## src/rtl/servisia_gpio_pkg.sv

```systemverilog
// Shared register map and bus helpers for the servisia GPIO block.
// Pure definitions: no latency, no backpressure.
package servisia_gpio_pkg;

  localparam int ADDR_W = 4;

  localparam logic [ADDR_W-1:0] REG_OUT   = 4'd0;
  localparam logic [ADDR_W-1:0] REG_DIR   = 4'd1;
  localparam logic [ADDR_W-1:0] REG_IN    = 4'd2;
  localparam logic [ADDR_W-1:0] REG_SET   = 4'd3;
  localparam logic [ADDR_W-1:0] REG_CLR   = 4'd4;
  localparam logic [ADDR_W-1:0] REG_TGL   = 4'd5;
  localparam logic [ADDR_W-1:0] REG_RISE  = 4'd6;
  localparam logic [ADDR_W-1:0] REG_FALL  = 4'd7;
  localparam logic [ADDR_W-1:0] REG_IEN_R = 4'd8;
  localparam logic [ADDR_W-1:0] REG_IEN_F = 4'd9;

  // Expands the four byte-lane enables into a per-bit write mask.
  function automatic logic [31:0] lane_mask(input logic [3:0] sel);
    logic [31:0] m;
    m = '0;
    for (int i = 0; i < 32; i++) begin
      m[i] = sel[i/8];
    end
    return m;
  endfunction

endpackage

```

## src/rtl/servisia_sync.sv

```systemverilog
// Multi-flop synchroniser for asynchronous inputs; latency STAGES cycles.
// Free-running, no backpressure; resets to 0.
module servisia_sync #(
  parameter int WIDTH  = 1,
  parameter int STAGES = 2
) (
  input  logic             clk_i,
  input  logic             rst_ni,
  input  logic [WIDTH-1:0] d_i,
  output logic [WIDTH-1:0] q_o
);

  logic [WIDTH-1:0] stage [STAGES];

  always_ff @(posedge clk_i or negedge rst_ni) begin
    if (!rst_ni) begin
      for (int i = 0; i < STAGES; i++) begin
        stage[i] <= '0;
      end
    end else begin
      stage[0] <= d_i;
      for (int i = 1; i < STAGES; i++) begin
        stage[i] <= stage[i-1];
      end
    end
  end

  assign q_o = stage[STAGES-1];

endmodule

```

## src/rtl/servisia_gpio.sv

```systemverilog
// Wishbone GPIO: direction, atomic set/clr/tgl, sticky edge status, level irq.
// Ack and read data one cycle after stb; never stalls, held stb gives alternating acks.
module servisia_gpio
  import servisia_gpio_pkg::*;
#(
  parameter int WIDTH       = 8,
  parameter int SYNC_STAGES = 2
) (
  input  logic              clk_i,
  input  logic              rst_ni,
  input  logic [ADDR_W-1:0] wb_adr_i,
  input  logic [31:0]       wb_dat_i,
  input  logic [3:0]        wb_sel_i,
  input  logic              wb_we_i,
  input  logic              wb_stb_i,
  output logic [31:0]       wb_rdt_o,
  output logic              wb_ack_o,
  input  logic [WIDTH-1:0]  gpio_i,
  output logic [WIDTH-1:0]  gpio_o,
  output logic [WIDTH-1:0]  gpio_oe_o,
  output logic              irq_o
);

  localparam int ARM_MAX = SYNC_STAGES + 1;
  localparam int CNT_W   = $clog2(ARM_MAX + 1);

  logic [WIDTH-1:0] out_q, dir_q, rise_q, fall_q, ien_r_q, ien_f_q;
  logic [WIDTH-1:0] sync_q, prev_q;
  logic [CNT_W-1:0] arm_cnt;
  logic             armed;

  logic             access, wr;
  logic [31:0]      lane;
  logic [WIDTH-1:0] wmask, wdat;
  logic [WIDTH-1:0] new_rise, new_fall, clr_rise, clr_fall;
  logic [31:0]      rd_mux;
  logic             unused_bits;

  servisia_sync #(
    .WIDTH (WIDTH),
    .STAGES(SYNC_STAGES)
  ) u_sync (
    .clk_i (clk_i),
    .rst_ni(rst_ni),
    .d_i   (gpio_i),
    .q_o   (sync_q)
  );

  assign access = wb_stb_i & ~wb_ack_o;
  assign wr     = access & wb_we_i;

  assign lane        = lane_mask(wb_sel_i);
  assign wmask       = lane[WIDTH-1:0];
  assign wdat        = wb_dat_i[WIDTH-1:0] & wmask;
  assign unused_bits = ^{wb_dat_i, lane};

  // Edges are ignored until the synchroniser and prev flops hold real pad data.
  assign armed    = (arm_cnt == CNT_W'(ARM_MAX));
  assign new_rise = armed ? (sync_q & ~prev_q) : '0;
  assign new_fall = armed ? (prev_q & ~sync_q) : '0;
  assign clr_rise = (wr && wb_adr_i == REG_RISE) ? wdat : '0;
  assign clr_fall = (wr && wb_adr_i == REG_FALL) ? wdat : '0;

  always_comb begin
    rd_mux = 32'd0;
    case (wb_adr_i)
      REG_OUT:   rd_mux = 32'(out_q);
      REG_DIR:   rd_mux = 32'(dir_q);
      REG_IN:    rd_mux = 32'(sync_q);
      REG_RISE:  rd_mux = 32'(rise_q);
      REG_FALL:  rd_mux = 32'(fall_q);
      REG_IEN_R: rd_mux = 32'(ien_r_q);
      REG_IEN_F: rd_mux = 32'(ien_f_q);
      default:   rd_mux = 32'd0;
    endcase
  end

  always_ff @(posedge clk_i or negedge rst_ni) begin
    if (!rst_ni) begin
      out_q    <= '0;
      dir_q    <= '0;
      rise_q   <= '0;
      fall_q   <= '0;
      ien_r_q  <= '0;
      ien_f_q  <= '0;
      prev_q   <= '0;
      arm_cnt  <= '0;
      wb_ack_o <= 1'b0;
      wb_rdt_o <= 32'd0;
      irq_o    <= 1'b0;
    end else begin
      wb_ack_o <= access;
      if (access) begin
        wb_rdt_o <= rd_mux;
      end
      prev_q <= sync_q;
      if (!armed) begin
        arm_cnt <= arm_cnt + CNT_W'(1);
      end
      // A fresh edge wins over a simultaneous write-1-to-clear.
      rise_q <= (rise_q & ~clr_rise) | new_rise;
      fall_q <= (fall_q & ~clr_fall) | new_fall;
      irq_o  <= |((rise_q & ien_r_q) | (fall_q & ien_f_q));
      if (wr) begin
        case (wb_adr_i)
          REG_OUT:   out_q   <= (out_q & ~wmask) | wdat;
          REG_DIR:   dir_q   <= (dir_q & ~wmask) | wdat;
          REG_SET:   out_q   <= out_q | wdat;
          REG_CLR:   out_q   <= out_q & ~wdat;
          REG_TGL:   out_q   <= out_q ^ wdat;
          REG_IEN_R: ien_r_q <= (ien_r_q & ~wmask) | wdat;
          REG_IEN_F: ien_f_q <= (ien_f_q & ~wmask) | wdat;
          default:   ;
        endcase
      end
    end
  end

  assign gpio_o    = out_q;
  assign gpio_oe_o = dir_q;

endmodule

```

## config.mk

```make
export PLATFORM = sky130hd
export DESIGN_NAME = servisia_gpio
export DESIGN_NICKNAME = d
export VERILOG_FILES = /design/src/rtl/servisia_gpio_pkg.sv /design/src/rtl/servisia_sync.sv /design/src/rtl/servisia_gpio.sv
export SDC_FILE = /design/constraint.sdc
export NUM_CORES = 1
export LEC_CHECK = 0
export ABC_AREA = 1
export CAP_MARGIN = 15
export CORE_UTILIZATION = 45
export DETAILED_ROUTE_END_ITERATION = 10
export PLACE_DENSITY = 0.85
export REMOVE_ABC_BUFFERS = 1
export SETUP_SLACK_MARGIN = 0.5
export SLEW_MARGIN = 20
export SYNTH_ARGS = -nofsm -noshare
export SYNTH_HDL_FRONTEND = slang
export SYNTH_SLANG_ARGS = --single-unit
```

## constraint.sdc

```tcl
create_clock -name clk_i -period 1.3 [get_ports clk_i]
set_input_delay 0.13 -clock clk_i [delete_from_list [all_inputs] [get_ports clk_i]]
set_output_delay 0.13 -clock clk_i [all_outputs]
set_load 0.02 [all_outputs]
```

# ---- Word-level counts from Yosys, hierarchy flattened
# Cells that the tools add are included.
dict set report totals {
  regBits 108
  word_cells 69
}
dict set report classes {
  add_sub_neg 1
  n_eq_ne 10
  muxes 6
  n_bitwise 30
  reduce_logical 9
}
# op count
set ops {}
lappend ops {{bitwise AND 8 bit} 12}
lappend ops {{OR 8 bit} 8}
lappend ops {{case mux 8 bit (7 select lines)} 1}
lappend ops {{NOT 8 bit} 6}
lappend ops {{2-to-1 mux 8 bit} 4}
lappend ops {{case mux 8 bit (4 select lines)} 1}
lappend ops {{equality test 4 x 3 -> 1 bit (second input constant)} 4}
lappend ops {{equality test 4 x 2 -> 1 bit (second input constant)} 2}
lappend ops {{equality test 4 bit (second input constant)} 2}
lappend ops {{AND reduction 2 bit} 4}
lappend ops {{OR reduction 8 bit} 1}
lappend ops {{XOR 8 bit} 1}
lappend ops {{equality test 4 x 1 -> 1 bit (second input constant)} 1}
lappend ops {{logical NOT 4 bit} 1}
lappend ops {{nonzero test 4 bit} 1}
lappend ops {{adder 2 x 1 -> 2 bit (second input constant)} 1}
lappend ops {{bitwise AND 1 bit} 2}
lappend ops {{equality test 2 bit (second input constant)} 1}
lappend ops {{logical AND 1 bit} 2}
lappend ops {{NOT 1 bit} 1}

# ---- Depth between registers and ports, before layout
dict set report logic_depth {
  depth_word 8
  depth_mapped 9
  depth_no_buf 9
}

# ---- Cells and area by module
# From an unflattened synthesis, not the netlist that was laid out.
dict set report unflattened {
  cells_unflattened 499
  hier_area_um2 4181.5
}
# module instances cells_each area_per_inst_um2 seq_area_each_um2
set by_module_without_submodules {}
lappend by_module_without_submodules {servisia_gpio 1 475 3721.1 1701.6}
lappend by_module_without_submodules {servisia_sync 1 24 460.4 400.4}

# ---- Least setup slack after synthesis
# Ideal clock, no wire load.
dict set report synth_timing {
  kind {register to register}
  startpoint {reg wb_ack_o}
  endpoint {reg out_q[1], in the netlist gpio_o[1]}
  setup_ps 117
  arrival_time_ps 1309
  required_time_ps 1183
  slack_ps -126
  stages_incl_launch_ff 10
  n_path_buf 1
  cell_sequence {dfrtp_1 -> inv_1 -> nand2_1 -> buf_2 -> nor2_2 -> nand2_1 -> clkinv_2 -> nand2_4 -> nand2_1 -> nand2_1}
}
dict set report synth_via {
  elab_chain_cells 4
}
# element line_no
set synth_lines {}
lappend synth_lines {{start, declared} servisia_gpio.sv:17} ;# output logic wb_ack_o,
lappend synth_lines {{start signal, assigned} servisia_gpio.sv:92} ;# wb_ack_o <= access;
lappend synth_lines {{NOT 1 bit} servisia_gpio.sv:49} ;# assign access = wb_stb_i & ~wb_ack_o;
lappend synth_lines {{bitwise AND 1 bit} servisia_gpio.sv:49}
lappend synth_lines {{bitwise AND 1 bit} servisia_gpio.sv:50} ;# assign wr = access & wb_we_i;
lappend synth_lines {{AND reduction 2 bit (no source line)} n/a}
lappend synth_lines {{end signal, assigned} servisia_gpio.sv:106} ;# REG_OUT: out_q <= (out_q & ~wmask) | wdat;
lappend synth_lines {{end signal, assigned} servisia_gpio.sv:108} ;# REG_SET: out_q <= out_q | wdat;
lappend synth_lines {{end signal, assigned} servisia_gpio.sv:109} ;# REG_CLR: out_q <= out_q & ~wdat;
lappend synth_lines {{end, declared} servisia_gpio.sv:27} ;# logic [WIDTH-1:0] out_q, dir_q, rise_q, fall_q, ien_r_q, ien_f_q;
# Every way passes these cells.
# A chain may end at the register's enable or synchronous reset.

# ---- Worst setup path in the final report
dict set report layout_timing {
  startpoint {reg wb_ack_o}
  endpoint {reg rise_q[4]}
}
dict set report layout_via {
  elab_chain_cells 8
}
# element line_no
set layout_lines {}
lappend layout_lines {{NOT 1 bit} servisia_gpio.sv:49}
lappend layout_lines {{bitwise AND 1 bit} servisia_gpio.sv:49}
lappend layout_lines {{bitwise AND 1 bit} servisia_gpio.sv:50}
lappend layout_lines {{logical AND 1 bit} servisia_gpio.sv:61} ;# assign clr_rise = (wr && wb_adr_i == REG_RISE) ? wdat : '0;
lappend layout_lines {{2-to-1 mux 8 bit} servisia_gpio.sv:61}
lappend layout_lines {{NOT 8 bit} servisia_gpio.sv:101} ;# rise_q <= (rise_q & ~clr_rise) | new_rise;
lappend layout_lines {{bitwise AND 8 bit} servisia_gpio.sv:101}
lappend layout_lines {{OR 8 bit} servisia_gpio.sv:101}
lappend layout_lines {{end signal, assigned} servisia_gpio.sv:101}
lappend layout_lines {{end, declared} servisia_gpio.sv:27}
# Every way passes these cells.

==> run summary <==
Chip width -> 97.94 µm
Fmax -> 0.7266 GHz
Synth Area in Compound Gates -> 8.157%
Row Count -> 34
Die span in y -> 97.94 µm
Placed Area -> 0.005085 mm²
Vias/cell -> 5.464
Pin count of the biggest net entering global routing -> 29
Final Skew -> 0.007083 ns
Netlist cell types -> 28
Clk_lat worst skew -> 0.36 ns
Vias -> 4060
Final WS setup -> -0.07624 ns
Core area -> 0.008806 mm²
Maximum vdd drop -> 0.6848 mV
Design Area, Final -> 0.006006 mm²
Vias in the first global route -> 3925
CTS max path bufs -> 2
Crit path kind -> flop to flop
Final period util -> 105.9%
CP max FO -> 8
Port Buffers -> 50
Worst-path clk slew -> 0.09 ns
Power per cell area -> 1181 mW/mm²
Ports -> 102
EDFF count, synth -> 0
DRT Pass-1 Iters -> 9
Synth Area in Simple Gates -> 28.55%
DR WL/cell -> 16.53 µm
XOR/XNOR Fraction of Synth Area -> 0.2115%
CP Data Required Time -> 1.54 ns
Final Hold Fails -> 0
Setup-failing EPs final -> 33
# DRC -> 9
Status -> finished, violations left
Global-route wire length before repair -> 18750 µm
Commonest non-fill, non-tap cell in the layout -> nand2_1
Worst slack, placed -> -0.4250 ns
Total power -> 7.092 mW
Asr flop ratio synth -> 100.0%
Die footprint -> 0.009591 mm²
Largest family of logic cells by synthesized area -> simple AND/OR/NAND/NOR gates
Startpoint class of the critical path -> flop
Post-Route WL -> 12280 µm
Synth warn -> 0
Layout cells sized above 1 -> 36.69%
Seq/Total Area, Yosys -> 50.76%
Dpl hpwl -> 8039 µm
Syn Inst Count -> 491
# Max-Cap Violations -> 0
Worst R2R Path Depth -> 7
CTS Buf Count -> 9
Hold path depth -> 1
Net count, final -> 691
TritonCTS clock tree -> done
DR iter-0 viols -> 290
Initial core utilization -> 47.03%
Final Wtd Congestion -> 0.9872
H-Tree Depth -> 3
Crit path time final -> 1.376 ns
Root Buffer -> clkbuf_8
WP data arrival -> 1.62 ns
Post-synthesis mux area share -> 0%
Seq cells post-synth -> 84
Syn avg cell area -> 8.435 µm²
Slew Viols, Final -> 0
All-Layer GR Usage -> 24.93%
CP Capture Type -> flop
Min-delay worst type -> input pin to flop
CTS Sinks -> 84
Adder-Cell Fraction of Synth Area -> 2.719%
LEAKAGE -> 2.948 nW
# diodes -> 0
Violated checks -> design-rule violations, negative setup slack
Commonest non-fill, non-tap cells in the layout -> 116 x nand2_1, 81 x dfrtp_1, 72 x buf_4
TNS Setup -> -1.040 ns
Grt total ovfl -> 0
Detail Route Antenna Nets -> 0
Ys flop type -> dfrtp_1
Antenna violations before repair -> 0
Synthesized area -> 0.004141 mm²
RSZ-0062 raised after global routing -> true
P&R area growth vs syn -> 45.02%
==> critical path: stages (launching register included) <==
cell	delay, ns
dfrtp_1	0.40
inv_2	0.07
nand2_4	0.06
buf_6	0.12
nor2_4	0.16
nand3_4	0.19
o21ai_2	0.17
nand2_1	0.09
==> per-stage QoR <==
| stage | utilization [%] | std cells | hold slack, ns |
|---|---|---|---|
| final | 68.20 | 743 | 0.1975 |
| after global routing | 68.20 | 743 | 0.1895 |
| after CTS | 64.45 | 731 | 0.1927 |
| after detailed placement | 57.74 | 691 | 0.05284 |
| after global placement | 57.74 | 691 | 0.05372 |
| after floorplan | - | 474 | -0.1656 |
==> cells by family after synthesis <==
group,Yosys count
AO/OA/AOI/OAI,58
AND/OR/NAND/NOR,265
buffers and inverters,73
XOR/XNOR,1
other,1
flip-flops,84
adder cells (fa/ha/maj),9
==> synth_stat cells (2+ instances only) <==
library cell	instances	area (µm²)
nor2_4	2	22.52
nand3_1	69	345.3
nor2_2	6	37.54
nand2_2	3	18.77
o211ai_1	8	60.06
o31ai_1	8	60.06
buf_2	11	55.05
nor2_1	24	90.09
clkbuf_1	2	7.510
buf_4	26	195.2
a221oi_1	2	17.52
inv_2	4	15.01
clkinv_1	2	7.510
o21ai_1	40	200.2
ha_1	9	112.6
inv_1	26	97.59
nand2_1	152	570.6
nand4_1	2	12.51
dfrtp_1	84	2102
nand3_2	3	30.03
==> metal layers <==
layer  vias up  share of wire, %  track usage (%)
met5         -                 0                0
met4         0               3.7            10.49
met3        46               7.4            4.080
met2       230                49            41.50
met1      1939                39            32.35
li1       1845                 -                -
==> where the power goes <==
group	leakage [nW]	internal, mW	switching (mW)
Combinational	1.83	0.850	0.870
Sequential	0.992	2.83	0.239
Clock	0.122	1.29	1.01
Total	2.95	4.98	2.12
==> final timing paths <==
path / slack (ns) / from / to
max in group asynchronous: 0.62 / rst_ni / wb_rdt_o[0]
min: 0.20 / gpio_i[7] / u_sync.stage[15]
max reg2reg: -0.08 / wb_ack_o / rise_q[4]
min in group asynchronous: 0.21 / rst_ni / prev_q[6]
min reg2reg: 0.36 / u_sync.stage[10] / u_sync.q_o[2]
max: -0.08 / wb_ack_o / rise_q[4]
==> what timing repair did <==
action | CTS | global route
cloned | 1 | 1
gates resized for setup | 187 | 80
setup buffers | 22 | 11
hold buffers | 1 | 0
endpoints found under the setup margin | 86 | 86
pin swaps | 7 | 20
hold endpoints to repair | 72 | 0
==> area by class of cell <==
class                      count  area, µm²
inverter                      33      138.9
fill                         646       2800
clock inverter                 7      122.6
tap                          108      135.1
sequential                    84       2106
timing repair buffer         145       1368
clock buffer                   9      123.9
multi-input combinational    357       2012
No activity file was read; power rests on OpenSTA's default activity.
